==> src/rtl/cpu_pkg.sv <==
// Shared types and constants for the RV32 pipeline: the decoded control bundle
// and the values that mark register x0 and a pipeline bubble.
package cpu_pkg;

  typedef struct packed {
    logic [3:0] alu_op;
    logic       alu_src;
    logic       mem_read;
    logic       mem_write;
    logic       reg_write;
    logic       branch;
    logic       jump;
  } ctrl_t;

  localparam logic [4:0] REG_X0      = 5'd0;
  localparam ctrl_t      CTRL_BUBBLE = ctrl_t'(10'd0);

endpackage

==> src/rtl/load_use_detect.sv <==
// Load-use hazard detection: a load in EX whose destination is read by the
// instruction in ID forces a one-cycle stall, unless EX is being flushed.
module load_use_detect
  import cpu_pkg::*;
(
  input  logic       ex_valid,
  input  logic       ex_mem_read,
  input  logic       ex_reg_write,
  input  logic [4:0] ex_rd_addr,
  input  logic       id_valid,
  input  logic [4:0] id_rs1_addr,
  input  logic [4:0] id_rs2_addr,
  input  logic       ex_flush,
  output logic       lu,
  output logic       id_stall
);

  // Both sources are compared regardless of format; a false stall only costs a cycle
  always_comb begin
    lu = ex_valid & ex_mem_read & ex_reg_write & (ex_rd_addr != REG_X0) & id_valid &
         ((ex_rd_addr == id_rs1_addr) | (ex_rd_addr == id_rs2_addr));
    id_stall = lu & ~ex_flush;
  end

endmodule

==> src/rtl/id_ex_pipe_reg.sv <==
// ID/EX pipeline register with WB->ID register-file bypass, load-use bubble
// insertion and a saturating count of inserted load-use bubbles.
module id_ex_pipe_reg
  import cpu_pkg::*;
#(
  parameter int XLEN  = 32,
  parameter int CNT_W = 16
) (
  input  logic             clk,
  input  logic             rst_n,
  input  logic             hold,
  input  logic             ex_flush,
  input  logic             id_valid,
  input  logic [XLEN-1:0]  id_pc,
  input  logic [4:0]       id_rs1_addr,
  input  logic [4:0]       id_rs2_addr,
  input  logic [4:0]       id_rd_addr,
  input  logic [XLEN-1:0]  id_rs1_data,
  input  logic [XLEN-1:0]  id_rs2_data,
  input  logic [XLEN-1:0]  id_imm,
  input  ctrl_t            id_ctrl,
  input  logic             wb_reg_write,
  input  logic [4:0]       wb_rd_addr,
  input  logic [XLEN-1:0]  wb_data,
  output logic             id_stall,
  output logic             ex_valid,
  output logic [XLEN-1:0]  ex_pc,
  output logic [4:0]       ex_rs1_addr,
  output logic [4:0]       ex_rs2_addr,
  output logic [4:0]       ex_rd_addr,
  output logic [XLEN-1:0]  ex_rs1_data,
  output logic [XLEN-1:0]  ex_rs2_data,
  output logic [XLEN-1:0]  ex_imm,
  output ctrl_t            ex_ctrl,
  output logic [CNT_W-1:0] load_use_cnt
);

  localparam logic [CNT_W-1:0] CNT_MAX = {CNT_W{1'b1}};
  localparam logic [CNT_W-1:0] CNT_ONE = {{(CNT_W-1){1'b0}}, 1'b1};

  logic             lu;
  logic [XLEN-1:0]  rs1_byp, rs2_byp;
  ctrl_t            cap_ctrl;

  logic             valid_q, valid_d;
  logic [XLEN-1:0]  pc_q, pc_d;
  logic [4:0]       rs1_addr_q, rs1_addr_d;
  logic [4:0]       rs2_addr_q, rs2_addr_d;
  logic [4:0]       rd_addr_q, rd_addr_d;
  logic [XLEN-1:0]  rs1_data_q, rs1_data_d;
  logic [XLEN-1:0]  rs2_data_q, rs2_data_d;
  logic [XLEN-1:0]  imm_q, imm_d;
  ctrl_t            ctrl_q, ctrl_d;
  logic [CNT_W-1:0] cnt_q, cnt_d;

  load_use_detect u_load_use_detect (
    .ex_valid    (valid_q),
    .ex_mem_read (ctrl_q.mem_read),
    .ex_reg_write(ctrl_q.reg_write),
    .ex_rd_addr  (rd_addr_q),
    .id_valid    (id_valid),
    .id_rs1_addr (id_rs1_addr),
    .id_rs2_addr (id_rs2_addr),
    .ex_flush    (ex_flush),
    .lu          (lu),
    .id_stall    (id_stall)
  );

  // WB->ID bypass and control sanitising; reg_write on x0 is dropped so forwarding never matches it
  always_comb begin
    if (wb_reg_write && (wb_rd_addr != REG_X0) && (wb_rd_addr == id_rs1_addr)) begin
      rs1_byp = wb_data;
    end else begin
      rs1_byp = id_rs1_data;
    end
    if (wb_reg_write && (wb_rd_addr != REG_X0) && (wb_rd_addr == id_rs2_addr)) begin
      rs2_byp = wb_data;
    end else begin
      rs2_byp = id_rs2_data;
    end
    cap_ctrl = id_ctrl;
    if (!id_valid) begin
      cap_ctrl.mem_write = 1'b0;
      cap_ctrl.branch    = 1'b0;
      cap_ctrl.jump      = 1'b0;
      cap_ctrl.reg_write = 1'b0;
    end else if (id_rd_addr == REG_X0) begin
      cap_ctrl.reg_write = 1'b0;
    end else begin
      cap_ctrl = id_ctrl;
    end
  end

  // Next state: hold freezes, flush or load-use loads a bubble, otherwise capture ID
  always_comb begin
    valid_d    = valid_q;
    pc_d       = pc_q;
    rs1_addr_d = rs1_addr_q;
    rs2_addr_d = rs2_addr_q;
    rd_addr_d  = rd_addr_q;
    rs1_data_d = rs1_data_q;
    rs2_data_d = rs2_data_q;
    imm_d      = imm_q;
    ctrl_d     = ctrl_q;
    cnt_d      = cnt_q;
    if (hold) begin
      cnt_d = cnt_q;
    end else if (ex_flush || lu) begin
      valid_d    = 1'b0;
      pc_d       = {XLEN{1'b0}};
      rs1_addr_d = REG_X0;
      rs2_addr_d = REG_X0;
      rd_addr_d  = REG_X0;
      rs1_data_d = {XLEN{1'b0}};
      rs2_data_d = {XLEN{1'b0}};
      imm_d      = {XLEN{1'b0}};
      ctrl_d     = CTRL_BUBBLE;
      if (!ex_flush && (cnt_q != CNT_MAX)) begin
        cnt_d = cnt_q + CNT_ONE;
      end else begin
        cnt_d = cnt_q;
      end
    end else begin
      valid_d    = id_valid;
      pc_d       = id_pc;
      rs1_addr_d = id_rs1_addr;
      rs2_addr_d = id_rs2_addr;
      rd_addr_d  = id_rd_addr;
      rs1_data_d = rs1_byp;
      rs2_data_d = rs2_byp;
      imm_d      = id_imm;
      ctrl_d     = cap_ctrl;
    end
  end

  // Stage registers
  always_ff @(posedge clk or negedge rst_n) begin
    if (!rst_n) begin
      valid_q    <= 1'b0;
      pc_q       <= {XLEN{1'b0}};
      rs1_addr_q <= REG_X0;
      rs2_addr_q <= REG_X0;
      rd_addr_q  <= REG_X0;
      rs1_data_q <= {XLEN{1'b0}};
      rs2_data_q <= {XLEN{1'b0}};
      imm_q      <= {XLEN{1'b0}};
      ctrl_q     <= CTRL_BUBBLE;
      cnt_q      <= {CNT_W{1'b0}};
    end else begin
      valid_q    <= valid_d;
      pc_q       <= pc_d;
      rs1_addr_q <= rs1_addr_d;
      rs2_addr_q <= rs2_addr_d;
      rd_addr_q  <= rd_addr_d;
      rs1_data_q <= rs1_data_d;
      rs2_data_q <= rs2_data_d;
      imm_q      <= imm_d;
      ctrl_q     <= ctrl_d;
      cnt_q      <= cnt_d;
    end
  end

  assign ex_valid     = valid_q;
  assign ex_pc        = pc_q;
  assign ex_rs1_addr  = rs1_addr_q;
  assign ex_rs2_addr  = rs2_addr_q;
  assign ex_rd_addr   = rd_addr_q;
  assign ex_rs1_data  = rs1_data_q;
  assign ex_rs2_data  = rs2_data_q;
  assign ex_imm       = imm_q;
  assign ex_ctrl      = ctrl_q;
  assign load_use_cnt = cnt_q;

endmodule

==> config.mk <==
export PLATFORM = sky130hd
export DESIGN_NAME = id_ex_pipe_reg
export DESIGN_NICKNAME = d
export VERILOG_FILES = /design/src/rtl/cpu_pkg.sv /design/src/rtl/load_use_detect.sv /design/src/rtl/id_ex_pipe_reg.sv
export SDC_FILE = /design/constraint.sdc
export NUM_CORES = 1
export LEC_CHECK = 0
export CORE_AREA = 2 2 141 143
export DETAILED_ROUTE_END_ITERATION = 10
export DIE_AREA = 0 0 143 145
export PLACE_DENSITY = 0.76
export SLEW_MARGIN = 10
export SYNTH_ARGS = -nofsm -noshare
export SYNTH_HDL_FRONTEND = slang
export SYNTH_SLANG_ARGS = --single-unit
export TNS_END_PERCENT = 20
==> constraint.sdc <==
create_clock -name clk -period 2.7 [get_ports clk]
set_clock_uncertainty 0.2 [all_clocks]
set_input_delay 0.54 -clock clk [delete_from_list [all_inputs] [get_ports clk]]
set_output_delay 0.54 -clock clk [all_outputs]
set_load 0.01 [all_outputs]
==> results_dict.tcl <==
set metrics [dict create \
    rows 51 \
    antenna_found_initial 4 \
    final_nets 1196 \
    pwr-share-seq 0.440 \
    hold_path_class "reg -> reg" \
    cts_sinks 170 \
    cap_violations 0 \
    cellLeakagePower_nw 5.132 \
    critical_path_class "in -> out" \
    routed_wl_mm 24.95 \
    slew_headroom 0.5817 \
    r2r_end "ex_ctrl[8]$_DFFE_PN0N_" \
    holdPathStages 2 \
    track_usage 0.2394 \
    peakVddDrop_mv 0.3971 \
    power.density_mw_per_mm2 529.4 \
    worstPathArrival_ns 1.89 \
    dr.pass1.iters 5 \
    path_clk_slew_ns 0.06 \
    multi_input_area_mm2 0.002719 \
    fmax_ghz 0.3799 \
    vias_per_cell 4.997 \
    grt_max_degree 68 \
    grt_pass1_vias 6634 \
    ant_nets 0 \
    grt_pass1_wl_mm 38.00 \
    cp_data_required_time_ns 1.96 \
    combPwrFrac 0.198 \
    cts_tree "done" \
    place_hpwl_mm 18.90 \
    whs_ns 0.2864 \
    finalPower_w 0.006434 \
    finalMaxSlewViolations 0 \
    synth_seq_cells 170 \
    setup_viol 0 \
    io_pins 367 \
    die_area_mm2 0.02074 \
    drt_iter0_drc 218 \
    start_util 0.3707 \
    nFillCells 1545 \
    endpoint_kind "output pin" \
    final_util 0.6328 \
    r2r_cells 8 \
    syn_to_final_growth_pct 70.72 \
    yosysSeqAreaShare 0.5975 \
    regArea_mm2 0.004259 \
    switching_share 0.2593 \
    gp_congestion 0.8833 \
    root_buffer "clkbuf_16" \
    syn_inst 591 \
    rsz0062_at_grt "false" \
    tns_ns 0 \
    numCtsBuffers 17 \
    path_max_fanout 2 \
    min_period_over_period 0.9749 \
    ys.warnings.count 0 \
    worst_pin_slew_ns 0.6275 \
    htreeDepth 4 \
    power.switching_w 0.001669 \
    die_w_um 143 \
    drive_above_1_share 0.1098 \
    power.internal_w 0.004766 \
    worst-r2r-setup-slack_ns 0.22 \
    synth_area_mm2 0.007119 \
    insertion_delay_ns 0.41 \
    synthesis.nets 788 \
    io_buffers 366 \
    cts_buffer_depth 2 \
    core_mm2 0.01921 \
    reg2reg_from "ex_rd_addr[0]$_DFFE_PN0N_" \
    clkPwrFrac 0.361 \
    whs_endpoint "ex_rs2_data[25]$_DFFE_PN0N_" \
    fin_crit_ns 2.632 \
    start_kind "primary input" \
    overflow 0 \
    synth.distinct_cells 29 \
    min_from "ex_rs2_data[25]$_DFFE_PN0N_" \
    via_count 6386 \
    hold_viol_final 0 \
    wire_per_inst_um 19.53 \
    avgSynthCellArea_um2 12.05 \
    fp.dieH_um 145 \
    run_status "completed" \
    drc 0 \
]
==> final cells by class <==
| cell class | instances | share of cell area |
|---|---|---|
| Multi-Input combinational cell | 377 | 0.2237 |
| Sequential cell | 170 | 0.3504 |
| Tap cell | 265 | 0.02728 |
| Antenna cell | 2 | 0.0004118 |
| Clock inverter | 13 | 0.009780 |
| Inverter | 3 | 0.0009265 |
| Clock buffer | 18 | 0.03531 |
| Timing Repair Buffer | 430 | 0.3522 |
==> per-layer routing <==
layer	up-vias	wire [um]	track usage
met4	4	425	0.07525
met5	-	23	0
met2	270	12790	0.4151
met1	3129	9315	0.2676
met3	27	2403	0.09472
li1	2956	-	-
==> flip-flops by register name, summed over array words and instances, names as in the netlist <==
name / cells
ex_imm: 32
ex_pc: 32
ex_rs1_data: 32
ex_rs2_data: 32
load_use_cnt: 16
ex_ctrl: 10
ex_rd_addr: 5
ex_rs1_addr: 5
ex_rs2_addr: 5
ex_valid: 1
==> through the flow <==
step / worst slack [ns] / std cells / instance area (um2)
floorplan: 0.4954 / 591 / 7119
global placement: -0.6340 / 1240 / 11510
detailed placement: -0.6345 / 1240 / 11510
CTS: 0.01899 / 1277 / 12140
global route: 0.002128 / 1278 / 12150
finish: 0.06770 / 1278 / 12150
==> kinds of logic after synthesis <==
| logic type | after synthesis | share of synthesized area |
|---|---|---|
| flops | 170 | 0.5975 |
| buf+inv | 44 | 0.02988 |
| xor+xnor | 35 | 0.04306 |
| mux | 65 | 0.09156 |
| simple gates | 117 | 0.07522 |
| fa+ha+maj | 1 | 0.001757 |
| compound gates | 159 | 0.1610 |
==> critical path, cell delays in order <==
cell	delay [ns]
clkdlybuf4s50_1	0.49
xor2_1	0.20
nor3_2	0.06
a22oi_2	0.37
nor3_4	0.09
buf_2	0.15
==> cell usage in the layout (no fill, tap or decap), drive strengths merged, types with 15 or more instances in the layout <==
master,synthesis,layout
nor2,15,15
buf,18,66
clkdlybuf4s50,0,362
clkbuf,23,18
nand2,69,69
dfrtp,170,170
a22o,86,86
xor2,24,24
mux2i,64,64
o21ai,67,67
==> cells in the mapped netlist <==
cell type | count | area (um2)
nand2_1 | 69 | 259.0
xor2_1 | 24 | 210.2
o21ai_1 | 1 | 5.000
dfrtp_1 | 170 | 4254
nand3_1 | 11 | 55.05
buf_2 | 8 | 40.04
nor4_2 | 2 | 25.02
a22oi_1 | 1 | 7.510
a22o_1 | 86 | 753.2
o31ai_1 | 1 | 7.510
buf_4 | 10 | 75.07
o21ai_0 | 65 | 325.3
nand4bb_1 | 1 | 11.26
mux2i_1 | 64 | 640.6
xnor2_1 | 11 | 96.34
nor4_1 | 1 | 6.260
and4_1 | 2 | 17.52
o2111ai_1 | 1 | 8.760
nor2_1 | 15 | 56.30
mux2_2 | 1 | 11.26
clkbuf_1 | 23 | 86.33
o21ai_2 | 1 | 8.760
nor3_1 | 7 | 35.03
ha_1 | 1 | 12.51
or4_1 | 3 | 22.52
inv_1 | 3 | 11.26
a32o_1 | 3 | 30.03
nand4_1 | 5 | 31.28
nor3_4 | 1 | 16.27
==> how the worst max path moves through the flow <==
stage / from / to / slack [ns] / depth (start not counted)
after floorplan: wb_rd_addr[1] / ex_rs1_data[31]$_DFFE_PN0N_ / 0.50 / 6
after global placement: id_rs1_addr[2] / id_stall / -0.63 / 7
after detailed placement: id_rs1_addr[2] / id_stall / -0.63 / 7
after CTS: ex_rd_addr[0]$_DFFE_PN0N_ / id_stall / 0.02 / 5
after global routing: ex_rd_addr[2]$_DFFE_PN0N_ / id_stall / 0.002 / 6
final: id_rs1_addr[4] / id_stall / 0.07 / 6
==> power by group through the flow <==
stage	Clock, W	Sequential [W]	Combinational (W)
floorplan	0	0.00296	0.000281
global placement	0	0.00288	0.00125
detailed placement	0	0.00288	0.00126
CTS	0.00238	0.00283	0.00129
global route	0.00249	0.00285	0.00137
finish	0.00232	0.00283	0.00128
==> what timing repair did <==
| item | in CTS | in global routing |
|---|---|---|
| gates resized for setup | 12 | 4 |
| endpoints found under the hold margin | 40 | 0 |
| hold buffers | 1 | 0 |
| pin swaps | 4 | 3 |
| buffers inserted | 6 | 0 |
| endpoints found under the setup margin | 1 | 1 |
(Power assumes the default switching activity.)
